<file path="config.mk">
export PLATFORM = sky130hd
export DESIGN_NAME = life_run_scheduler
export DESIGN_NICKNAME = d
export VERILOG_FILES = /design/src/rtl/life_pkg.sv /design/src/rtl/life_tick_gen.sv /design/src/rtl/life_run_scheduler.sv
export SDC_FILE = /design/constraint.sdc
export NUM_CORES = 1
export LEC_CHECK = 0
export CAP_MARGIN = 20
export CORE_MARGIN = 5
export CORE_UTILIZATION = 58
export DETAILED_ROUTE_END_ITERATION = 16
export DONT_BUFFER_PORTS = 1
export PLACE_DENSITY = 0.76
export SYNTH_ARGS = -nofsm -noshare
export SYNTH_HDL_FRONTEND = slang
export SYNTH_SLANG_ARGS = --single-unit
</file>
<file path="constraint.sdc">
create_clock -name clk_in -period 2.9 [get_ports clk_in]
set_input_delay 0.435 -clock clk_in [delete_from_list [all_inputs] [get_ports clk_in]]
set_output_delay 0.435 -clock clk_in [all_outputs]
set_load 0.005 [all_outputs]
</file>
<file path="src/rtl/life_pkg.sv">
// rtl/life_pkg.sv - shared types, defaults and decode helpers for the life run scheduler
package life_pkg;

    localparam int GRID_W_DEF = 64;
    localparam int GRID_H_DEF = 48;

    typedef enum logic [2:0] {
        ST_IDLE   = 3'd0,
        ST_LOAD   = 3'd1,
        ST_RUN    = 3'd2,
        ST_STEP   = 3'd3,
        ST_CLEAR  = 3'd4,
        ST_EDIT   = 3'd5,
        ST_TOGGLE = 3'd6
    } state_t;

    typedef enum logic [1:0] {
        OP_STEP   = 2'd0,
        OP_LOAD   = 2'd1,
        OP_CLEAR  = 2'd2,
        OP_TOGGLE = 2'd3
    } eng_op_t;

    // Encoded so that a larger value always means a higher priority command.
    typedef enum logic [2:0] {
        CMD_NONE   = 3'd0,
        CMD_MANUAL = 3'd1,
        CMD_START  = 3'd2,
        CMD_PAUSE  = 3'd3,
        CMD_CLEAR  = 3'd4
    } cmd_t;

    function automatic cmd_t cmd_max(input cmd_t a, input cmd_t b);
        return (a > b) ? a : b;
    endfunction

    function automatic logic is_req_state(input state_t s);
        return (s == ST_LOAD) || (s == ST_STEP) || (s == ST_CLEAR) || (s == ST_TOGGLE);
    endfunction

    function automatic eng_op_t op_of(input state_t s);
        case (s)
            ST_LOAD:   return OP_LOAD;
            ST_CLEAR:  return OP_CLEAR;
            ST_TOGGLE: return OP_TOGGLE;
            default:   return OP_STEP;
        endcase
    endfunction

    // Where a resting state goes when a command arrives; also applied to a pending command after an ack.
    function automatic state_t cmd_next(input state_t s, input cmd_t c);
        if (c == CMD_CLEAR) return ST_CLEAR;
        case (s)
            ST_IDLE: begin
                if (c == CMD_START)  return ST_RUN;
                if (c == CMD_MANUAL) return ST_EDIT;
                return ST_IDLE;
            end
            ST_RUN: begin
                if (c == CMD_PAUSE) return ST_IDLE;
                return ST_RUN;
            end
            ST_EDIT: begin
                if (c == CMD_START)  return ST_RUN;
                if (c == CMD_MANUAL) return ST_IDLE;
                return ST_EDIT;
            end
            default: return s;
        endcase
    endfunction

endpackage

</file>
<file path="src/rtl/life_tick_gen.sv">
// rtl/life_tick_gen.sv - generation period counter; period is TICK_DIV >> speed_sel
module life_tick_gen #(
    parameter int TICK_DIV = 5_000_000
) (
    input  logic       clk_in,
    input  logic       reset_n,
    input  logic       en,
    input  logic [1:0] speed_sel,
    output logic       tick
);

    localparam int CW = (TICK_DIV > 1) ? $clog2(TICK_DIV) : 1;

    logic [CW-1:0] cnt_q, cnt_d;
    logic [CW-1:0] last_q, last_d;
    logic [31:0]   period;

    // The terminal count is only reloaded when the counter returns to 0,
    // so a speed change never shortens or stretches a generation in flight.
    always_comb begin
        period = 32'(TICK_DIV) >> speed_sel;
        tick   = en && (cnt_q == last_q);
        cnt_d  = cnt_q;
        last_d = last_q;
        if (!en || tick) begin
            cnt_d  = '0;
            last_d = (period == 32'd0) ? '0 : CW'(period - 32'd1);
        end else begin
            cnt_d = cnt_q + CW'(1);
        end
    end

    always_ff @(posedge clk_in or negedge reset_n) begin
        if (!reset_n) begin
            cnt_q  <= '0;
            last_q <= CW'(TICK_DIV - 1);
        end else begin
            cnt_q  <= cnt_d;
            last_q <= last_d;
        end
    end

endmodule

</file>
<file path="src/rtl/life_run_scheduler.sv">
// rtl/life_run_scheduler.sv - command FSM sequencing LOAD/STEP/CLEAR/TOGGLE requests to the life engine
module life_run_scheduler
    import life_pkg::*;
#(
    parameter int GRID_W   = GRID_W_DEF,
    parameter int GRID_H   = GRID_H_DEF,
    parameter int TICK_DIV = 5_000_000
) (
    input  logic                      clk_in,
    input  logic                      reset_n,
    input  logic                      cmd_start,
    input  logic                      cmd_pause,
    input  logic                      cmd_clear,
    input  logic                      cmd_manual,
    input  logic [3:0]                move,
    input  logic                      cell_toggle,
    input  logic [15:0]               file_id,
    input  logic [1:0]                speed_sel,
    output logic                      eng_req,
    output logic [1:0]                eng_op,
    output logic [15:0]               eng_file,
    input  logic                      eng_ack,
    output logic [$clog2(GRID_W)-1:0] cursor_x,
    output logic [$clog2(GRID_H)-1:0] cursor_y,
    output logic [2:0]                state,
    output logic [15:0]               gen_count
);

    localparam int XW = $clog2(GRID_W);
    localparam int YW = $clog2(GRID_H);

    state_t        state_q, state_d;
    cmd_t          pend_q, pend_d;
    eng_op_t       op_q, op_d;
    logic          req_q, req_d;
    logic [15:0]   file_q, file_d;
    logic [15:0]   last_id_q, last_id_d;
    logic [15:0]   gen_q, gen_d;
    logic [XW-1:0] x_q, x_d;
    logic [YW-1:0] y_q, y_d;
    logic [3:0]    prev_q, prev_d;

    logic   [3:0] rise;
    cmd_t         edge_cmd;
    cmd_t         eff;
    state_t       nat;
    state_t       nxt;
    logic         ack_ok;
    logic         tick;

    life_tick_gen #(.TICK_DIV(TICK_DIV)) u_tick (
        .clk_in    (clk_in),
        .reset_n   (reset_n),
        .en        (state_q == ST_RUN),
        .speed_sel (speed_sel),
        .tick      (tick)
    );

    always_comb begin
        prev_d    = {cmd_clear, cmd_pause, cmd_start, cmd_manual};
        rise      = prev_d & ~prev_q;
        edge_cmd  = rise[3] ? CMD_CLEAR :
                    rise[2] ? CMD_PAUSE :
                    rise[1] ? CMD_START :
                    rise[0] ? CMD_MANUAL : CMD_NONE;
        ack_ok    = req_q && eng_ack;
        state_d   = state_q;
        pend_d    = pend_q;
        gen_d     = gen_q;
        last_id_d = last_id_q;
        x_d       = x_q;
        y_d       = y_q;
        file_d    = file_q;
        op_d      = op_q;
        eff       = CMD_NONE;
        nat       = ST_IDLE;
        nxt       = ST_IDLE;

        case (state_q)
            ST_IDLE: begin
                nxt     = cmd_next(ST_IDLE, edge_cmd);
                state_d = (nxt == ST_IDLE && file_id != last_id_q) ? ST_LOAD : nxt;
            end
            ST_RUN: begin
                nxt     = cmd_next(ST_RUN, edge_cmd);
                state_d = (nxt == ST_RUN && tick) ? ST_STEP : nxt;
            end
            ST_EDIT: begin
                nxt = cmd_next(ST_EDIT, edge_cmd);
                if (nxt != ST_EDIT) begin
                    state_d = nxt;
                end else if (cell_toggle) begin
                    state_d = ST_TOGGLE;
                end else begin
                    // Non-one-hot move patterns fall through to the default and are ignored.
                    case (move)
                        4'b0001: x_d = (x_q == '0) ? XW'(GRID_W - 1) : x_q - XW'(1);
                        4'b0010: y_d = (y_q == '0) ? YW'(GRID_H - 1) : y_q - YW'(1);
                        4'b0100: y_d = (y_q == YW'(GRID_H - 1)) ? '0 : y_q + YW'(1);
                        4'b1000: x_d = (x_q == XW'(GRID_W - 1)) ? '0 : x_q + XW'(1);
                        default: ;
                    endcase
                end
            end
            default: begin
                // Request states: commands queue in one slot until the engine acknowledges.
                if (ack_ok) begin
                    eff    = cmd_max(pend_q, edge_cmd);
                    pend_d = CMD_NONE;
                    case (state_q)
                        ST_LOAD: begin
                            last_id_d = file_q;
                            gen_d     = '0;
                            nat       = ST_IDLE;
                        end
                        ST_STEP: begin
                            gen_d = gen_q + 16'd1;
                            nat   = ST_RUN;
                        end
                        ST_CLEAR: begin
                            gen_d = '0;
                            nat   = ST_IDLE;
                        end
                        default: nat = ST_EDIT;
                    endcase
                    state_d = cmd_next(nat, eff);
                end else begin
                    pend_d = cmd_max(pend_q, edge_cmd);
                end
            end
        endcase

        if (is_req_state(state_d) && (state_d != state_q || ack_ok)) begin
            op_d = op_of(state_d);
            if (state_d == ST_LOAD) file_d = file_id;
        end
        // A back-to-back request after an ack still sees one low cycle on eng_req.
        req_d = is_req_state(state_d) && !ack_ok;
    end

    always_ff @(posedge clk_in or negedge reset_n) begin
        if (!reset_n) begin
            state_q   <= ST_IDLE;
            pend_q    <= CMD_NONE;
            op_q      <= OP_STEP;
            req_q     <= 1'b0;
            file_q    <= '0;
            last_id_q <= 16'hFFFF;
            gen_q     <= '0;
            x_q       <= '0;
            y_q       <= '0;
            prev_q    <= '0;
        end else begin
            state_q   <= state_d;
            pend_q    <= pend_d;
            op_q      <= op_d;
            req_q     <= req_d;
            file_q    <= file_d;
            last_id_q <= last_id_d;
            gen_q     <= gen_d;
            x_q       <= x_d;
            y_q       <= y_d;
            prev_q    <= prev_d;
        end
    end

    assign eng_req   = req_q;
    assign eng_op    = op_q;
    assign eng_file  = file_q;
    assign cursor_x  = x_q;
    assign cursor_y  = y_q;
    assign state     = state_q;
    assign gen_count = gen_q;

endmodule

</file>
==> impl_metrics.env <==
export IMPL_result_of_the_run="finished, violations left"
export IMPL_failing_checks="hold timing, setup timing"
export IMPL_cap_violations=0
export IMPL_postSynth_asyncResetShare=1.00
export IMPL_drtIter0Drc=249
export IMPL_finish_net_count=682
export IMPL_period_needed_ps=2940
export IMPL_synth_largest_area_cell="sky130_fd_sc_hd__dfrtp_1"
export IMPL_placement_row_count=37
export IMPL_final_setup_worst_slack_ps=-38.0
export IMPL_layout_core_utilization=0.658
export IMPL_number_of_synthesized_flops_with_an_enable_pin=0
export IMPL_syn_to_final_growth_pct=11.0
export IMPL_first_global_vias=4622
export IMPL_achievable_freq_ghz=0.340
export IMPL_die_area_um2=12700
export IMPL_timing_critical_path_fanout_max=4
export IMPL_via_per_inst=5.94
export IMPL_final_hold_slack_ps=-254
export IMPL_cts_buffers=9
export IMPL_rsz_0062_raised_after_global_routing="true"
export IMPL_die_height_um=112
export IMPL_setup_viol=2
export IMPL_adder_cell_share_of_the_synthesized_area=0.0407
export IMPL_post_synthesis_net_count=662
export IMPL_final_instance_count_excl_fill=774
export IMPL_synth_top_family_by_area="simple AND/OR/NAND/NOR gates"
export IMPL_wl_per_cell_um=17.0
export IMPL_category_of_the_worst_setup_path_launch_point="register"
export IMPL_routed_wirelength_um=13200
export IMPL_clock_skew_final_ps=10.3
export IMPL_seq_area_frac_synth=0.457
export IMPL_cts_max_level=3
export IMPL_register_to_register_setup_slack_ps=-40
export IMPL_cp_required_ps=3170
export IMPL_total_instance_count_after_detailed_placement=749
export IMPL_port_buffers=0
export IMPL_cts_root_to_sink_buffers=2
export IMPL_synth_area_mux_share=0.0818
export IMPL_post_synth_xor_area_fraction=0.0935
export IMPL_total_power_divided_by_cell_area_nw_per_um2=839
export IMPL_grt_overflow=0
export IMPL_tns_ps=-75.5
export IMPL_final_hold_violations=103
export IMPL_synth_avg_cell_area_um2=9.94
export IMPL_antenna_violating_nets_post_route=0
export IMPL_syn_instance_count=613
export IMPL_gp_congestion=0.884
export IMPL_timing_critical_path_to_type="register"
export IMPL_cts_root_buffer_cell="sky130_fd_sc_hd__clkbuf_8"
export IMPL_synth_flop_type="sky130_fd_sc_hd__dfrtp_1"
export IMPL_filler_cell_count_in_the_final_layout=814
export IMPL_synth_warning_count=0
export IMPL_timing_worst_slew_pin_value_ps=701
export IMPL_worstSetupPathType="register to register"
export IMPL_arrival_time_worst_endpoint_ps=3200
export IMPL_clock_sinks=110
export IMPL_drtPass1Iterations=4
export IMPL_drive_above_1_share=0.235
export IMPL_final_max_slew_viol_count=0
export IMPL_die_width_um=112
export IMPL_synth_compound_gate_area_share=0.101
export IMPL_floorplan_initialDensity=0.593
export IMPL_detailedPlacementHpwl_um=9320
export IMPL_global_route_wire_length_before_repair_um=22300
export IMPL_worst_slew_margin_rel=0.533
export IMPL_cts_clk_slew_worst_paths_ps=110
export IMPL_timing_hold_worst_class="input pin to async pin"
export IMPL_grt_max_degree=111
export IMPL_yosys_top_cell_area_share=0.353
export IMPL_post_place_ws_ps=-197
export IMPL_cts_tree="built"
export IMPL_boundaryPins=80
export IMPL_leakagePower_nw=2.79
export IMPL_post_synth_and_or_nand_nor_area_fraction=0.192
export IMPL_final_common_cell="sky130_fd_sc_hd__dfrtp_1"
export IMPL_worst_vdd_drop_mv=0.496
export IMPL_globalRouteTotalUtil=0.212
export IMPL_antenna_found_initial=0
export IMPL_antenna_cells=0
export IMPL_synth_area_um2=6090
export IMPL_synth_area_leaders="sky130_fd_sc_hd__dfrtp_1 35%, sky130_fd_sc_hd__dfstp_2 10%, sky130_fd_sc_hd__mux2_2 7.4%, sky130_fd_sc_hd__xnor2_1 6.0%, sky130_fd_sc_hd__nor2_1 4.5%"
export IMPL_mostFrequentLayoutCells="86 x sky130_fd_sc_hd__dfrtp_1, 73 x sky130_fd_sc_hd__nor2_1, 49 x sky130_fd_sc_hd__nand2_1, 42 x sky130_fd_sc_hd__xnor2_1, 40 x sky130_fd_sc_hd__mux2_2"
export IMPL_timing_final_crit_share=1.01
export IMPL_ys_ff_latch=110
export IMPL_route_detailed_drc=0
export IMPL_routed_via_count=4596
export IMPL_coreArea_um2=10300
export IMPL_synthDistinctLibCells=69
export IMPL_clock_insertion_delay_worst_skew_ps=380
==> registers in the layout (all words and copies together), names as in the netlist, 4 cells and up <==
register / cells
u_tick.cnt_q: 23
eng_file: 16
gen_count: 16
last_id_q: 16
u_tick.last_q: 14
cursor_x: 6
cursor_y: 6
prev_q: 4
==> worst paths after layout <==
path                                 from              end  cells after the start
worst max-delay path            prev_q[3]        eng_op[0]                     12
worst min-delay path              reset_n  u_tick.cnt_q[8]                      0
worst max register to register  prev_q[3]        eng_op[0]                     12
worst min register to register  pend_q[0]        pend_q[0]                      2
max in group asynchronous         reset_n    last_id_q[13]                      0
min in group clk_in             cmd_clear        prev_q[3]                      0
==> what timing repair did <==
item | in CTS | in global routing
pin swaps | 20 | 13
resized for setup | 18 | 8
setup buffers | 7 | 3
endpoints found under the hold margin | 110 | 110
endpoints found under the setup margin | 3 | 4
==> power breakdown <==
group	switching [mW]	leakage [nW]	internal [mW]
logic	1.13	1.32	1.12
registers	0.457	1.37	1.98
clock network	0.558	0.101	0.417
==> routing by layer <==
layer | share of wire | vias to the layer above | global-route usage
met4 | 0.019 | 0 | 0.0697
met5 | 0 | - | 0
met1 | 0.43 | 2254 | 0.272
met2 | 0.49 | 125 | 0.352
li1 | - | 2191 | -
met3 | 0.065 | 26 | 0.0523
==> final cells by class <==
| class | count | area, µm² | share of cell area |
|---|---|---|---|
| multi-input cells | 457 | 3260 | 0.482 |
| flip-flops and latches | 110 | 2780 | 0.412 |
| repair buffers | 34 | 263 | 0.0389 |
| well taps | 136 | 170 | 0.0252 |
| clock buffers | 10 | 128 | 0.0189 |
| inverters | 21 | 78.8 | 0.0117 |
| clock inverters | 6 | 77.6 | 0.0115 |
==> worst max-delay path, cell delays in order (launching register included) <==
cell                       delay (ps)
sky130_fd_sc_hd__dfrtp_1          370
sky130_fd_sc_hd__nor2b_1          160
sky130_fd_sc_hd__buf_4            170
sky130_fd_sc_hd__inv_2             50
sky130_fd_sc_hd__ha_4             270
sky130_fd_sc_hd__nand3b_1         160
sky130_fd_sc_hd__nand2_1          150
sky130_fd_sc_hd__mux2_2           380
sky130_fd_sc_hd__o31ai_1          290
sky130_fd_sc_hd__o221ai_1         180
sky130_fd_sc_hd__nor2_1           250
sky130_fd_sc_hd__nor4b_2          260
sky130_fd_sc_hd__o211ai_1         130
==> cell usage after synthesis, types with 3 or more instances <==
cell and instances:
sky130_fd_sc_hd__a21oi_1 26, sky130_fd_sc_hd__a221oi_1 3, sky130_fd_sc_hd__a22o_1 3, sky130_fd_sc_hd__a31oi_1 4
sky130_fd_sc_hd__and2_1 4, sky130_fd_sc_hd__and3_1 12, sky130_fd_sc_hd__buf_2 10, sky130_fd_sc_hd__clkbuf_1 10
sky130_fd_sc_hd__dfrtp_1 86, sky130_fd_sc_hd__dfstp_2 24, sky130_fd_sc_hd__ha_1 19, sky130_fd_sc_hd__inv_1 20
sky130_fd_sc_hd__mux2_2 40, sky130_fd_sc_hd__nand2_1 49, sky130_fd_sc_hd__nand2b_1 6, sky130_fd_sc_hd__nand3_1 21
sky130_fd_sc_hd__nand3b_1 5, sky130_fd_sc_hd__nand4_1 16, sky130_fd_sc_hd__nor2_1 73, sky130_fd_sc_hd__nor2b_1 3
sky130_fd_sc_hd__nor3_1 16, sky130_fd_sc_hd__nor4_1 3, sky130_fd_sc_hd__o211ai_1 4, sky130_fd_sc_hd__o21ai_0 20
sky130_fd_sc_hd__o22ai_1 5, sky130_fd_sc_hd__o31ai_1 4, sky130_fd_sc_hd__or3_1 9, sky130_fd_sc_hd__xnor2_1 42
sky130_fd_sc_hd__xor2_1 23
==> per-stage QoR <==
stage,total power [mW],hold slack (ps),instance area (µm²)
3_5_place_dp,4.35,145,6340
6_report,5.67,-254,6760
4_1_cts,5.50,-273,6690
5_1_grt,6.05,-278,6760
2_1_floorplan,3.85,139,6100
3_3_place_gp,4.23,145,6340
==> cell families after synthesis <==
kind of cell,Yosys count
AND/OR/NAND/NOR,235
flip-flops,110
AO/OA/AOI/OAI,93
XOR/XNOR,65
buffers and inverters,46
multiplexers,44
adder cells (fa/ha/maj),20
Power figures use the tool's default switching activity.
